## config.mk

```make
export PLATFORM = sky130hd
export DESIGN_NAME = seq_detect_param
export DESIGN_NICKNAME = d
export VERILOG_FILES = /design/src/rtl/seq_detect_pkg.sv /design/src/rtl/seq_window.sv /design/src/rtl/seq_detect_param.sv
export SDC_FILE = /design/constraint.sdc
export NUM_CORES = 1
export LEC_CHECK = 0
export CAP_MARGIN = 20
export CORE_MARGIN = 3
export CORE_UTILIZATION = 45
export DETAILED_ROUTE_END_ITERATION = 7
export HOLD_SLACK_MARGIN = 0.02
export PLACE_DENSITY = 0.72
export SLEW_MARGIN = 20
export SYNTH_ARGS = -nofsm -noshare
export SYNTH_HDL_FRONTEND = slang
export SYNTH_SLANG_ARGS = --single-unit
```

## constraint.sdc

```tcl
create_clock -name clk -period 4.7 [get_ports clk]
set_input_delay 0.94 -clock clk [delete_from_list [all_inputs] [get_ports clk]]
set_output_delay 0.94 -clock clk [all_outputs]
set_load 0.02 [all_outputs]
```

## src/rtl/seq_detect_pkg.sv

```systemverilog
// Shared types and helpers for the parametrised serial sequence detector.
package seq_detect_pkg;

   typedef enum logic {
      MEALY = 1'b0,
      MOORE = 1'b1
   } mode_e;

   localparam int unsigned MASK_W      = 32;
   localparam logic [31:0] DEF_PATTERN = 32'hD;  // "1101", bit 0 = newest
   localparam int unsigned DEF_LEN     = 4;

   // Low n bits set, saturating at MASK_W.
   function automatic logic [MASK_W-1:0] len_mask(input int unsigned n);
      logic [MASK_W-1:0] m;
      m = '0;
      for (int unsigned i = 0; i < MASK_W; i++) begin
         if (i < n) m[i] = 1'b1;
      end
      return m;
   endfunction

   // Force a requested length into 1..max_len.
   function automatic int unsigned clamp_len(input int unsigned l, input int unsigned max_len);
      int unsigned r;
      r = l;
      if (r == 0) r = 1;
      if (r > max_len) r = max_len;
      return r;
   endfunction

endpackage

```

## src/rtl/seq_window.sv

```systemverilog
// History shift register plus valid-bit fill counter with restart after a non-overlapping hit.
module seq_window #(
   parameter  int unsigned MAX_LEN = 8,
   localparam int unsigned LW      = $clog2(MAX_LEN + 1)
) (
   input  logic               clk,
   input  logic               reset,
   input  logic               clr,
   input  logic               shift,
   input  logic               restart,
   input  logic               in,
   input  logic [LW-1:0]      len,
   output logic [MAX_LEN-1:0] hist,
   output logic [LW-1:0]      fill,
   output logic [MAX_LEN-1:0] win_c,
   output logic [LW-1:0]      fill_nx_c
);

   logic [LW:0] fill_inc;

   // Candidate window and saturating fill including the bit currently presented.
   always_comb begin
      win_c     = {hist[MAX_LEN-2:0], in};
      fill_inc  = {1'b0, fill} + (LW+1)'(1);
      fill_nx_c = (fill_inc > {1'b0, len}) ? len : fill_inc[LW-1:0];
   end

   // Shift in accepted bits; config load wipes history.
   always_ff @(posedge clk or negedge reset) begin
      if (!reset) begin
         hist <= '0;
         fill <= '0;
      end else if (clr) begin
         hist <= '0;
         fill <= '0;
      end else if (shift) begin
         hist <= win_c;
         fill <= restart ? '0 : fill_nx_c;
      end
   end

endmodule

```

## src/rtl/seq_detect_param.sv

```systemverilog
// Runtime-programmable serial sequence detector with overlap/Mealy-Moore modes and saturating count.
module seq_detect_param
   import seq_detect_pkg::*;
#(
   parameter  int unsigned        MAX_LEN     = 8,
   parameter  int unsigned        CNT_W       = 8,
   parameter  logic [MAX_LEN-1:0] RST_PATTERN = MAX_LEN'(DEF_PATTERN),
   parameter  int unsigned        RST_LEN     = DEF_LEN,
   localparam int unsigned        LW          = $clog2(MAX_LEN + 1)
) (
   input  logic               clk,
   input  logic               reset,
   input  logic               in_valid,
   input  logic               in,
   input  logic               cfg_we,
   input  logic [MAX_LEN-1:0] cfg_pattern,
   input  logic [LW-1:0]      cfg_len,
   input  logic               cfg_overlap,
   input  logic               cfg_moore,
   input  logic               cnt_clr,
   output logic               det_out,
   output logic [CNT_W-1:0]   match_cnt,
   output logic [LW-1:0]      fill,
   output logic [MAX_LEN-1:0] hist
);

   localparam logic [CNT_W-1:0] CNT_MAX = '1;

   logic [MAX_LEN-1:0] pat;
   logic [LW-1:0]      len;
   logic               overlap;
   mode_e              mode;
   logic               det_q;

   logic [MAX_LEN-1:0] win_c;
   logic [LW-1:0]      fill_nx_c;
   logic [MAX_LEN-1:0] mask_c;
   logic               accept_c;
   logic               hit_c;
   logic               restart_c;

   seq_window #(
      .MAX_LEN (MAX_LEN)
   ) u_window (
      .clk       (clk),
      .reset     (reset),
      .clr       (cfg_we),
      .shift     (accept_c),
      .restart   (restart_c),
      .in        (in),
      .len       (len),
      .hist      (hist),
      .fill      (fill),
      .win_c     (win_c),
      .fill_nx_c (fill_nx_c)
   );

   // Compare the active-length window against the pattern; a bit arriving with cfg_we is dropped.
   always_comb begin
      mask_c    = MAX_LEN'(len_mask(32'(len)));
      accept_c  = in_valid && !cfg_we;
      hit_c     = accept_c && (fill_nx_c == len) && (((win_c ^ pat) & mask_c) == '0);
      restart_c = hit_c && !overlap;
      det_out   = (mode == MOORE) ? det_q : hit_c;
   end

   // Configuration registers, loaded with clamped length.
   always_ff @(posedge clk or negedge reset) begin
      if (!reset) begin
         pat     <= RST_PATTERN;
         len     <= LW'(RST_LEN);
         overlap <= 1'b1;
         mode    <= MEALY;
      end else if (cfg_we) begin
         pat     <= cfg_pattern;
         len     <= LW'(clamp_len(32'(cfg_len), MAX_LEN));
         overlap <= cfg_overlap;
         mode    <= cfg_moore ? MOORE : MEALY;
      end
   end

   // Registered hit for Moore timing; hit is already forced low on a config load.
   always_ff @(posedge clk or negedge reset) begin
      if (!reset) det_q <= 1'b0;
      else        det_q <= hit_c;
   end

   // Saturating match counter; clear wins over a simultaneous hit.
   always_ff @(posedge clk or negedge reset) begin
      if (!reset)                           match_cnt <= '0;
      else if (cnt_clr)                     match_cnt <= '0;
      else if (hit_c && match_cnt != CNT_MAX) match_cnt <= match_cnt + CNT_W'(1);
   end

endmodule

```

# --- Yosys cells after proc, flatten, opt, wreduce, memory -nomap -nowiden ---
# Cells that the tools add are included.
# W data, S select, Z words.
totals:
  regBits: 35
  in_bits: 20
  out_inout_bits: 21
  word_cells: 56
classes:
  add_sub_neg: 2
  magnitude_cmp: 10
  eq_ne: 2
  mux: 21
  bitwise: 2
  reduce_logical: 11
op_table:
  columns: ["op", "n"]
  rows:
  - ["$gt A32 B4 Y1 const B", 1]
  - ["$mux W32", 1]
  - ["$mux W8", 4]
  - ["$mux W4", 6]
  - ["$lt A3 B4 Y1 const A", 4]
  - ["$mux W1", 10]
  - ["$add A8 B1 Y8 const B", 1]
  - ["$and A8 B8 Y8", 1]
  - ["$logic_not A8 Y1", 1]
  - ["$lt A1 B4 Y1 const A", 2]
  - ["$lt A2 B4 Y1 const A", 2]
  - ["$ne A8 B8 Y1 const B", 1]
  - ["$xor A8 B8 Y8", 1]
  - ["$add A4 B1 Y5 const B", 1]
  - ["$gt A5 B4 Y1", 1]
  - ["$logic_and A1 B1 Y1", 5]
  - ["$eq A4 B4 Y1", 1]
  - ["$logic_not A4 Y1", 1]
  - ["$reduce_bool A2 Y1", 2]
  - ["$logic_not A1 Y1", 2]

# --- Logic depth before layout (Yosys ltp) ---
depth:
  word_depth: 10
  depth_mapped: 11
  depth_no_buf: 9

# --- By module ---
# Synthesis repeated with hierarchy kept, for this count alone.
unflattened:
  cells_unflattened: 205
  hier_area_um2: 2115.8
by_module_without_submodules:
  columns: ["module", "instances", "cells_per_inst", "area_per_inst_um2", "seq_area_each_um2"]
  rows:
  - ["seq_detect_param", 1, 115, 1247.4, 581.8]
  - ["seq_window", 1, 90, 868.3, 300.3]

# --- Least setup slack after synthesis ---
# No wires, ideal clock.
synth_timing:
  path_type: "reg2out"
  from: "register u_window.fill[0]"
  to: "output port det_out"
  arrival_time_ns: 2.730
  required_ns: 3.760
  slack_ns: 1.030
  path_stages_with_launch: 11
  path_buffers: 2
  cell_sequence: "dfrtp_1 ha_1 xor2_2 ha_1 nand4b_1 nand3_1 a32o_1 clkbuf_1 o2111ai_2 buf_2 o21ai_0"
synth_via:
  elab_chain_cells: 7
synth_rtl:
  columns: ["element", "line", "source"]
  rows:
  - ["start, declared", "seq_window.sv:14", "output logic [LW-1:0] fill,"]
  - ["start signal, assigned", "seq_window.sv:38", "fill <= restart ? '0 : fill_nx_c;"]
  - ["$add A4 B1 Y5 (*)", "seq_window.sv:24", "fill_inc = {1'b0, fill} + (LW+1)'(1);"]
  - ["$gt A5 B4 Y1", "seq_window.sv:25", "fill_nx_c = (fill_inc > {1'b0, len}) ? len : fill_inc[LW-1:0];"]
  - ["$mux W4 (*)", "seq_window.sv:25", null]
  - ["$eq A4 B4 Y1 (*)", "seq_detect_param.sv:62", "hit_c = accept_c && (fill_nx_c == len) && (((win_c ^ pat) & mask_c) == '0);"]
  - ["$logic_and A1 B1 Y1 (*) (2 in series)", "seq_detect_param.sv:62", null]
  - ["$mux W1 (*)", "seq_detect_param.sv:64", "det_out = (mode == MOORE) ? det_q : hit_c;"]
  - ["end, declared", "seq_detect_param.sv:21", "output logic det_out,"]
# Every way passes the cells marked *; elsewhere a longest branch is shown, timed or not.

# --- Worst setup path after layout ---
# Ends and elaborated chain as after synthesis.

==> summary.txt <==
Clock tree
  • Clock Pin Slew Worst Setup and Hold Paths: 70 ps
  • Clock root buffer: clkbuf_8
  • Htree depth: 2
  • Hold_buf cts: 0
  • Post-cts resize count: 0
  • Clk Latency, worst-skew pair: ~280 ps
  • Clock buffer count from CTS: 5
  • Maximum clock path buffer count: 2
  • Clock sink count: 35
  • Setup bufs post-CTS: 0
  • CTS tree: yes

Finish
  • Syn-to-layout area delta: 28.6%
  • Final core utilization: 0.630
  • Final nets: 245
  • N_diodes: 0
  • Layout cell share with drive strength beyond 1: 0.145
  • Post-route cell area: 0.00243 mm2

Run
  • Max_cap viols: 0

Power and ir drop
  • Clock power frac: 0.246
  • Total power: 0.843 mW
  • VDD IR max: 0.239 mV
  • Combinational power share: 0.322
  • Pwr dens: 347 mW/mm2
  • Sequential cell fraction of total power: 0.432
  • NetSw: roughly 0.28 mW
  • Switching part of the total: 0.330
  • Leak pwr: approximately 1.0 nW
  • Int Pwr: 0.564 mW

Worst setup path
  • Crit Path Category: reg -> out
  • Worst path cell trace: ha_1 > xor2_2 > ha_1 > nand3_1 > nand3_1 > a32o_1 > o2111ai_2 > buf_4 > o21ai_0 > clkdlybuf4s50_1
  • Startpoint types: flop
  • Largest stage delay on the critical path: approximately 630 ps
  • Crit-path max FO: 18
  • Crit path arrival time: 3260 ps
  • Required time worst endpoint: 3760 ps
  • Worst setup EP type: output port
  • Slowest CP cell: clkdlybuf4s50_1

Global route
  • Initial antenna violation count: 0
  • First-pass GRT wire length: 7020 um
  • Vias in the first global route: 1529
  • Total track usage: 0.174
  • Largest net degree at the start of global routing: 36
  • GRT overflow: 0
  • Met3 usage in global routing: 0.0469
  • M1 GR Usage: 0.236
  • Met2 usage: 0.276
  • Top Usage Layer GRT: met2

Floorplan
  • Die Ht: 70.8 um
  • Core area: roughly 0.0039 mm2
  • Die width: 70.8 um
  • # rows: 22
  • Initial Util: 0.490
  • I/O pin cnt: 41
  • DIE AREA: approximately 0.005 mm2

Placed design
  • GP Congestion: 0.841
  • IO Port Bufs: 40
  • Placed cell area: 0.00234 mm2
  • Dpl hpwl: 2910 um

Route
  • Via/cell ratio: 5.56
  • Antenna Nets Post-Route: 0
  • Post-route DRC: 0
  • Vias: roughly 1500
  • Wirelength, routed: 4050 um
  • DR iter-0 viols: 78
  • Wire length per cell: between 15 and 20 um
  • DRT Pass-1 Iters: 4

Timing
  • Setup violations, final: 0
  • Final period util: 0.893
  • Fin. max-slew vios: 0
  • Slew @ Worst Pin: between 400 and 500 ps
  • Final setup TNS: 0 ps
  • Relative slew slack: 0.702
  • Final Hold Vio Count: 0
  • Final clock skew: 2.48 ps
  • Hold slack final: 526 ps
  • Fmax achieved: 238 MHz
  • RSZ-0062 raised after global routing: no
  • Min Tclk post-route: roughly 4200 ps

Logic synthesis
  • Ys Warns: 0
  • Mapped Area: 0.00189 mm2
  • Post-synthesis cell count: 177
  • Register area share after synthesis: 0.468
  • Post-Syn Area per Cell: 10.7 um2
  • Register bit count reported by yosys: 35
  • Mapped Nets: a little over 200
  • Cell variety after synth: 39

Run status
  • Status: finished clean

Hold path
  • HP Class: reg -> reg
area by class of cell:
type | instances | area (um2)
clock buffer | 6 | 72.6
clock inverter | 2 | 12.5
fill | 321 | 1430
inverter | 4 | 15.0
multi-input combinational | 129 | 953
sequential | 35 | 882
tap | 48 | 60.1
timing repair buffer | 44 | 430
synthesized netlist by cell type (all sizes together):
master,instances,area (um2)
dfrtp,30,751
nor2,15,56.3
mux2,12,135
a21oi,11,55.1
nand2,10,37.5
o21ai,10,50.1
mux2i,9,90.1
xnor2,9,78.8
ha,6,75.1
clkbuf,5,18.8
dfstp,5,131
nand2b,5,31.3
buf,4,17.5
inv,4,15.0
nand3,4,20.0
o31ai,4,30.0
o32ai,4,35.0
xor2,4,42.6
or3,3,18.8
or4,3,22.5
nor3,2,10.0
nor3b,2,15.0
o2111ai,2,23.8
o22ai,2,12.5
a221oi,1,8.76
a32o,1,10.0
and3,1,6.26
nand3b,1,7.51
nand4,1,6.26
nand4b,1,8.76
nor2b,1,6.26
nor4,1,12.5
o221ai,1,8.76
or2b,1,7.51
or3b,1,8.76
xnor3,1,22.5
cell families (layout without fill, tap and decap cells):
family / after synthesis / count (layout) / synth area share
adder cells (fa/ha/maj): 6 / 6 / 0.0398
multiplexers: 21 / 21 / 0.119
flip-flops: 35 / 35 / 0.468
AND/OR/NAND/NOR: 52 / 52 / 0.146
buffers and inverters: 13 / 56 / 0.0272
AO/OA/AOI/OAI: 36 / 36 / 0.124
XOR/XNOR: 14 / 14 / 0.0763
cell usage in the layout, fill, tap and decap left out, types with 2 or more instances in the layout:
cell / instances
mux2_2: 12
nand2b_1: 5
clkdlybuf4s50_1: 40
o21ai_0: 10
inv_1: 4
mux2i_1: 9
xnor2_1: 9
nor3_1: 2
buf_4: 4
nand2_1: 10
o22ai_1: 2
dfrtp_1: 30
o31ai_1: 4
xor2_1: 3
clkbuf_8: 5
or3_1: 3
nand3_1: 4
o32ai_1: 4
nor3b_1: 2
ha_1: 6
a21oi_1: 11
or4_1: 3
dfstp_2: 5
nor2_1: 15
metal layers:
layer	part of all wire	vias up	wire, um
li1	-	724	-
met2	0.46	44	1850
met4	0.011	0	43
met3	0.050	4	203
met5	0	-	0
met1	0.48	717	1950
stage by stage:
| step | instances | worst slack (ps) |
|---|---|---|
| 2_1_floorplan | 177 | 1030 |
| 3_3_place_gp | 260 | 745 |
| 3_5_place_dp | 260 | 750 |
| 4_1_cts | 268 | 538 |
| 5_1_grt | 268 | 351 |
| 6_report | 268 | 503 |
power groups by stage:
stage / logic [mW] / clock network (mW) / registers [mW]
floorplan: 0.178 / 0 / 0.373
global placement: 0.263 / 0 / 0.367
detailed placement: 0.269 / 0 / 0.370
CTS: 0.270 / 0.215 / 0.364
global route: 0.300 / 0.233 / 0.369
finish: 0.271 / 0.207 / 0.364
critical path, delay by kind of cell, from the launching register on:
kind                       cells  cell delay [ps]
xor gates and xnor gates       1              200
buffers and inverters          2              850
and+or+nand+nor                2              200
DFF                            1              470
adders and majority gates      2              630
AOI/OAI and AO/OA              3              630
registers in the layout (all words and copies together) (netlist names):
signal         count
len                4
det_q              1
u_window.fill      4
mode               1
overlap            1
match_cnt          8
pat                8
u_window.hist      8
worst paths after layout:
path	startpoint	endpoint	slack, ps	cells after the start
max in group asynchronous	reset	overlap	3290	2
setup reg to reg	u_window.fill[0]	match_cnt[6]	1770	10
hold / removal	mode	mode	530	1
min in group asynchronous	reset	match_cnt[2]	1070	2
hold reg to reg	mode	mode	530	1
setup / recovery	u_window.fill[0]	det_out	500	10
Note: power is estimated with default switching activity, not from simulation.
